**src/rtl/pbit_pkg.sv**
```systemverilog
// Shared definitions for the p-bit unit: field format, LFSR taps/seed, tanh threshold LUT.
// Used by pbit_unit (optional bias input under PBIT_BIAS_EN) and pbit_lfsr.
package pbit_pkg;

  localparam int unsigned PBIT_N = 7;
  localparam int unsigned PBIT_Q = 2;
  localparam int unsigned LFSR_W = 32;
  localparam int unsigned RND_W  = 9;

  localparam int unsigned TAP_A = 31;
  localparam int unsigned TAP_B = 21;
  localparam int unsigned TAP_C = 1;
  localparam int unsigned TAP_D = 0;

  localparam logic [LFSR_W-1:0] SEED_DEFAULT = 32'h1;

  // round(255 * tanh(m/4)) for clamped magnitude m in quarter steps
  function automatic logic [7:0] tanh_lut(input logic [4:0] m);
    logic [7:0] t;
    case (m)
      5'd0:    t = 8'd0;
      5'd1:    t = 8'd62;
      5'd2:    t = 8'd118;
      5'd3:    t = 8'd162;
      5'd4:    t = 8'd194;
      5'd5:    t = 8'd216;
      5'd6:    t = 8'd231;
      5'd7:    t = 8'd240;
      5'd8:    t = 8'd246;
      5'd9:    t = 8'd249;
      5'd10:   t = 8'd252;
      5'd11:   t = 8'd253;
      5'd12:   t = 8'd254;
      5'd13:   t = 8'd254;
      default: t = 8'd255;
    endcase
    return t;
  endfunction

  function automatic logic is_neg(input logic [PBIT_N-1:0] v);
    return v[PBIT_N-1];
  endfunction

  function automatic logic [PBIT_N-2:0] mag(input logic [PBIT_N-1:0] v);
    return v[PBIT_N-2:0];
  endfunction

  function automatic logic is_zero(input logic [PBIT_N-1:0] v);
    return (v[PBIT_N-2:0] == '0);
  endfunction

endpackage

```
**src/rtl/pbit_lfsr.sv**
```systemverilog
// 32-bit Fibonacci LFSR, free-running, seeded on asynchronous active-low reset.
// A zero seed is replaced by the default seed so the register never locks up.
module pbit_lfsr
  import pbit_pkg::*;
#(
  parameter logic [LFSR_W-1:0] INIT = SEED_DEFAULT
) (
  input  logic             CLK,
  input  logic             RST,
  output logic [RND_W-1:0] rnd
);

  localparam logic [LFSR_W-1:0] SEED = (INIT == '0) ? SEED_DEFAULT : INIT;

  logic [LFSR_W-1:0] state;

  always_ff @(posedge CLK or negedge RST) begin
    if (!RST) begin
      state <= SEED;
    end else begin
      state <= {state[LFSR_W-2:0],
                state[TAP_A] ^ state[TAP_B] ^ state[TAP_C] ^ state[TAP_D]};
    end
  end

  assign rnd = state[RND_W-1:0];

endmodule

```
**src/rtl/pbit_unit.sv**
```systemverilog
// Probabilistic bit: samples pbit_val = 1 with probability (1 + tanh(z))/2 on each en pulse.
// Define PBIT_BIAS_EN to add a sign-magnitude bias input h summed into the field.
module pbit_unit
  import pbit_pkg::*;
#(
  parameter int unsigned       N    = PBIT_N,
  parameter int unsigned       Q    = PBIT_Q,
  parameter logic [LFSR_W-1:0] INIT = 32'd1
) (
  input  logic         CLK,
  input  logic         RST,
  input  logic         en,
  input  logic [N-1:0] z,
`ifdef PBIT_BIAS_EN
  input  logic [N-1:0] h,
`endif
  output logic         pbit_val
);

  if (N != PBIT_N || Q != PBIT_Q) begin : g_cfg_chk
    $error("pbit_unit: threshold LUT is built for N=7, Q=2");
  end

  logic [RND_W-1:0] rnd;

  pbit_lfsr #(.INIT(INIT)) u_lfsr (
    .CLK (CLK),
    .RST (RST),
    .rnd (rnd)
  );

  logic [N-1:0] zb;

`ifdef PBIT_BIAS_EN
  logic [N-2:0] a_m;
  logic [N-2:0] b_m;
  logic [N-1:0] sum;

  assign a_m = z[N-2:0];
  assign b_m = h[N-2:0];

  // Sign-magnitude add: like signs saturate, unlike signs keep the larger operand's sign
  always_comb begin
    sum = {1'b0, a_m} + {1'b0, b_m};
    zb  = z;
    if (z[N-1] == h[N-1]) begin
      zb = {z[N-1], (sum[N-1] ? {(N-1){1'b1}} : sum[N-2:0])};
    end else if (a_m >= b_m) begin
      zb = {z[N-1], a_m - b_m};
    end else begin
      zb = {h[N-1], b_m - a_m};
    end
  end
`else
  assign zb = z;
`endif

  logic [N-2:0] m;
  logic         neg;
  logic [4:0]   magc;
  logic [7:0]   thr;
  logic [9:0]   lim;
  logic         draw;

  always_comb begin
    m    = mag(zb);
    neg  = is_neg(zb) && !is_zero(zb);
    magc = (m > (N-1)'(31)) ? 5'd31 : m[4:0];
    thr  = tanh_lut(magc);
    lim  = neg ? (10'd256 - {2'b00, thr}) : (10'd256 + {2'b00, thr});
    draw = ({1'b0, rnd} < lim);
  end

  always_ff @(posedge CLK or negedge RST) begin
    if (!RST) begin
      pbit_val <= 1'b0;
    end else if (en) begin
      pbit_val <= draw;
    end
  end

endmodule

```
**config.mk**
```make
export PLATFORM = sky130hd
export DESIGN_NAME = pbit_unit
export DESIGN_NICKNAME = d
export VERILOG_FILES = /design/src/rtl/pbit_pkg.sv /design/src/rtl/pbit_lfsr.sv /design/src/rtl/pbit_unit.sv
export SDC_FILE = /design/constraint.sdc
export NUM_CORES = 1
export LEC_CHECK = 0
export BUFFER_PORTS_ARGS = -buffer_cell sky130_fd_sc_hd__buf_2
export CAP_MARGIN = 10
export CELL_PAD_IN_SITES_DETAIL_PLACEMENT = 1
export CELL_PAD_IN_SITES_GLOBAL_PLACEMENT = 2
export CORE_MARGIN = 4
export CORE_UTILIZATION = 39
export CTS_CLUSTER_SIZE = 8
export DETAILED_ROUTE_END_ITERATION = 12
export PLACE_DENSITY = 0.81
export SLEW_MARGIN = 0
export SYNTH_ARGS = -nofsm -noshare
export SYNTH_HDL_FRONTEND = slang
export SYNTH_SLANG_ARGS = --single-unit
```
**constraint.sdc**
```tcl
create_clock -name CLK -period 1.8 [get_ports CLK]
set_clock_uncertainty 0.05 [all_clocks]
set_input_delay 0.27 -clock CLK [delete_from_list [all_inputs] [get_ports CLK]]
set_output_delay 0.27 -clock CLK [all_outputs]
set_load 0.03 [all_outputs]
```
=== After elaboration in Yosys (flattened, before gate mapping) ===
Memories as Yosys holds them, arrays and structs flattened.
Cells that the tools add are included.

* Bits in read-only memories: 128
* Register bits after elaboration: 33
* Latch bits: 0
* Word-level logic and storage cells: 16
* Memories kept: 1
* Input port bits: 10
* Memory bits (writable): 0
* Output and inout port bits: 1

{| class="wikitable"
|+ Memories
! memory !! words !! bits a word !! read ports !! clocked after memory_dff !! wr ports !! line !! text
|-
| (name not given) || 16 || 8 || 1 || 0 || 0 || pbit_pkg.sv:20 || <nowiki>case (m)</nowiki>
|}

* Eq/ne operators: 0
* Order comparisons: 2
* Add/sub/neg operators: 2
* Div/mod/pow operators: 0
* Bitwise gates (word level): 3
* Muxes and demuxes: 3
* Multipliers: 0
* Reduce and logical (&&, ||, !) cells: 3
* Shifts and indexed selects: 0

{| class="wikitable"
|+ Operators by type and width
! cell !! number
|-
| adder 9 x 8 -> 10 bit, first input constant || 1
|-
| < comparator 9 x 10 -> 1 bit || 1
|-
| 2-to-1 mux 10 bit || 1
|-
| subtractor 9 x 8 -> 10 bit, first input constant || 1
|-
| 2-to-1 mux 8 bit || 1
|-
| greater-than comparator 6 x 5 -> 1 bit, second input constant || 1
|-
| zero test 6 bit || 1
|-
| 2-to-1 mux 5 bit || 1
|-
| bitwise XOR 1 bit || 3
|-
| logical AND 1 bit || 1
|-
| zero test 1 bit || 1
|}

=== Longest topological paths before layout ===
An unclocked memory read counts as a cell.

* Depth after elaboration: 7
* Mapped depth: 13
* Mapped depth without buffers: 13

=== Cells and area by module ===
A second synthesis with hierarchy kept.

* Cell total of the unflattened synthesis: 128
* Area total of the unflattened synthesis: 1507.7 um2

{| class="wikitable"
|+ Modules (own cells, without submodules)
! module !! sequential area each (um2) !! instances !! cells each !! area each (um2)
|-
| pbit_lfsr || 802.0 || 1 || 44 || 895.9
|-
| pbit_unit || 25.0 || 1 || 84 || 611.8
|}

=== Worst setup path before layout ===
Ideal clock, no wire load.

* Path kind: in2reg
* Start point: input port z[3]
* End point: register pbit_val
* Data required time: 1.620 ns
* Path buffers: 1
* Setup slack: -0.927 ns
* Data arrival time: 2.547 ns
* Library setup time: 0.130 ns
* Cell stages on the path: 12
* Path through: buf_2 xor2_1 o211a_1 ha_1 or4b_4 mux2_4 o21ai_1 nor3_1 ha_1 nand4_1 nor3_1 a211oi_1

* Longest elaborated chain between the ends: 7
* Elaborated cells between the ends (all ways): 11
* Classes of those cells: add/sub (2); order compare (2); mux (3); reduce/logical (3); memory (1)

{| class="wikitable"
|+ Ends and longest elaborated chain
! what !! line !! text
|-
| start, declared || pbit_unit.sv:13 || <nowiki>input logic [N-1:0] z,</nowiki>
|-
| greater-than comparator 6 x 5 -> 1 bit || pbit_unit.sv:68 || <nowiki>magc = (m > (N-1)'(31)) ? 5'd31 : m[4:0];</nowiki>
|-
| 2-to-1 mux 5 bit || pbit_unit.sv:68 ||
|-
| memory read (16 x 8 bit) || n/a ||
|-
| 2-to-1 mux 8 bit || pbit_pkg.sv:20 ||
|-
| adder 9 x 8 -> 10 bit or subtractor 9 x 8 -> 10 bit (tied branches) || pbit_unit.sv:70 || <nowiki>lim = neg ? (10'd256 - {2'b00, thr}) : (10'd256 + {2'b00, thr});</nowiki>
|-
| 2-to-1 mux 10 bit (*) || pbit_unit.sv:70 ||
|-
| < comparator 9 x 10 -> 1 bit (*) || pbit_unit.sv:71 || <nowiki>draw = ({1'b0, rnd} < lim);</nowiki>
|-
| end signal, assigned || pbit_unit.sv:78 || <nowiki>pbit_val <= draw;</nowiki>
|-
| end, declared || pbit_unit.sv:17 || <nowiki>output logic pbit_val</nowiki>
|}

Mark *: on every way between the ends. The rest lies on a longest branch, timed or not.
A chain may end at the register's enable or synchronous reset.

=== Worst setup path in the final report ===
* Start point: input port z[1]
* End point: register pbit_val

Same word-level chain as after synthesis.

==> results.json <==
{
  "status": "finished with violations",
  "violations": "setup timing",
  "finalInstanceArea_sq_mm": 0.00190,
  "cts-root-buf": "clkbuf_8",
  "tightestPinTransition_ns": 0.677,
  "leakagePower_nw": 0.953,
  "min_period_ns": 2.53,
  "cts_tree": "built",
  "insertion_delay_ns": 0.28,
  "crit_start": "z[1]",
  "multiInputGateArea_sq_um": 642,
  "place_area_sq_mm": 0.00171,
  "placementRows": 21,
  "grt_overflow_total": 0,
  "crit_path_end_kind": "register",
  "synth_cell_type_count": 42,
  "grt_use_total_pct": 19.1,
  "layout-drive-gt1-share_pct": 36.3,
  "synthCells": 120,
  "area.growth.synth_to_final_pct": 31.3,
  "path_clk_slew_ns": 0.06,
  "port_buffers": 10,
  "grt_use_met1_pct": 25.2,
  "synthesis.nets": 139,
  "dp.cells": 194,
  "cts_buffers": 5,
  "yosysTopAreaCellShare_pct": 55.3,
  "mostFrequentLayoutCells": "dfrtp_1 (32), buf_4 (26), ha_1 (8)",
  "ff2ff_setup_slack_ns": 0.32,
  "synth_edf_count": 0,
  "slew_headroom_pct": 54.9,
  "clockBufferDepth": 2,
  "ant_nets": 0,
  "ir_worst_vdd_mv": 0.413,
  "min_path_type": "register to register",
  "yosysWarnings": 0,
  "cp_max_fo": 11,
  "dpl.hpwl_um": 2530,
  "avgSynthCellArea_sq_um": 12.1,
  "fillers": 393,
  "numClockSinks": 33,
  "worst_setup_path_start_kind": "primary input",
  "r2r_start": "u_lfsr.state[7]",
  "synth_area_sq_mm": 0.00145,
  "drt_iter0_markers": 59,
  "antenna_found_initial": 0,
  "drt-wirelength-per-cell_um": 18.7,
  "layout_commonest_cell": "dfrtp_1",
  "grt_max_degree": 34,
  "max_freq_mhz": 395,
  "gp_congestion": 0.832,
  "holdPathEnd": "u_lfsr.state[21]",
  "antenna_cells": 0,
  "r2r_cells": 5,
  "synth.ff_latch_count": 33,
  "drc": 0,
  "finalCritPeriodShare_pct": 141,
  "first_global_vias": 1193,
  "gr-usage-met2_pct": 29.5,
  "final_cell_count_no_fill": 206,
  "finalHoldViolations": 0,
  "path_class": "primary input to register",
  "met3_usage_pct": 4.54,
  "r2r-end": "pbit_val",
  "ys_seq_area_share_pct": 57.1,
  "first_pass_iters": 4,
  "start_util_pct": 41.7,
  "ios": 11,
  "tns_ns": -0.730,
  "synth_top_cell_by_area": "dfrtp_1",
  "power.density_mw_per_mm2": 775,
  "netlist_top_cells_area": "dfrtp_1 (55%), ha_1 (7.8%), a31oi_1 (2.2%)",
  "via_per_inst": 5.42,
  "final_nets": 178,
  "layout_setup_ws_ns": -0.730,
  "setup_viol": 1,
  "grt_pass1_wl_um": 6230,
  "die-area_sq_mm": 0.00475,
  "via_count": 1116,
  "die_h_um": 68.9,
  "regArea_sq_um": 827,
  "ys.flop_type": "dfrtp_1",
  "drv_slew": 0,
  "rsz0062_at_grt": "yes",
  "worstPathArrival_ns": 2.67,
  "hp-start": "u_lfsr.state[20]",
  "drv_cap": 0,
  "core_sq_mm": 0.00347,
  "hold_depth": 0,
  "wl_um": 3860,
  "required_ns": 1.94,
  "busiest_layer": "met2",
  "die_w_um": 68.9,
  "htreeDepth": 2,
  "synthArstFlopShare_pct": 100,
  "power.total_mw": 1.47
}
==> where the power goes <==
part	switching, mW	internal [mW]
clock network	0.249	0.271
registers	0.00140	0.743
logic	0.112	0.0962
total	0.363	1.11
==> sequential cells by signal, indices dropped and copies added (netlist names) <==
| signal | count |
|---|---|
| u_lfsr.state | 32 |
| pbit_val | 1 |
==> stage by stage <==
stage,hold WS (ns),setup WS (ns),utilization [%]
6_report,0.298,-0.730,54.8
4_1_cts,0.298,-0.720,54.6
5_1_grt,0.305,-0.803,54.8
3_5_place_dp,0.286,-1.25,49.3
2_1_floorplan,-0.0756,-0.846,-
3_3_place_gp,0.274,-0.946,49.3
==> per-layer routing <==
metal  vias up  wire (um)
li1        514          -
met1       570       1720
met2        20       1910
met3        12        117
met4         0        114
met5         -          0
==> synth_stat cells (all sizes together) (2+ instances only) <==
| cell type | n |
|---|---|
| a21boi | 3 |
| a21o | 2 |
| a21oi | 5 |
| a31oi | 5 |
| buf | 3 |
| clkbuf | 3 |
| dfrtp | 32 |
| ha | 9 |
| inv | 2 |
| mux2 | 3 |
| nand2 | 6 |
| nand2b | 4 |
| nand3 | 3 |
| nand4 | 2 |
| nor2 | 6 |
| nor2b | 3 |
| nor3 | 4 |
| o21ai | 3 |
| o31ai | 2 |
| or3 | 2 |
| xnor2 | 2 |
| xor2 | 2 |
==> worst max-delay path by stage <==
stage,endpoint,slack [ns],depth (start not counted)
finish,pbit_val,-0.73,13
global route,pbit_val,-0.80,14
floorplan,pbit_val,-0.85,13
global placement,pbit_val,-0.95,14
detailed placement,pbit_val,-1.25,13
CTS,pbit_val,-0.72,13
==> critical path, cell delays in order <==
cell and delay (ns):
buf_6 0.10, buf_4 0.17, mux2_2 0.31, a21boi_4 0.20
ha_4 0.18, buf_4 0.11, mux2i_1 0.21, o32ai_1 0.11
a221oi_1 0.27, ha_1 0.30, nand4_1 0.12, nor3_2 0.06
a211oi_2 0.25
==> cell families (layout without fill, tap and decap cells) <==
group           Yosys count  count (layout)  synth area share (%)
mux                       4               4                  3.28
simple gates             35              35                  14.1
fa+ha+maj                 9               9                  7.78
xor+xnor                  4               4                  2.42
flops                    33              33                  57.1
buf+inv                   8              48                  2.51
compound gates           27              27                  12.8
==> what timing repair did <==
item | 4_1_cts | 5_1_grt
pin swaps | 9 | 1
buffers inserted | 3 | 0
endpoints found under the setup margin | 1 | 1
hold buffers | 1 | 0
resized for setup | 15 | 2
endpoints found under the hold margin | 32 | 0
==> area by class of cell <==
type,instances,area share [%]
clock buffer,7,4.02
clock inverter,1,0.263
inverter,2,0.395
multi-input combinational,79,33.8
sequential,33,43.5
tap,46,3.03
timing repair buffer,38,15.0
No activity file was read; power rests on OpenSTA's default activity.
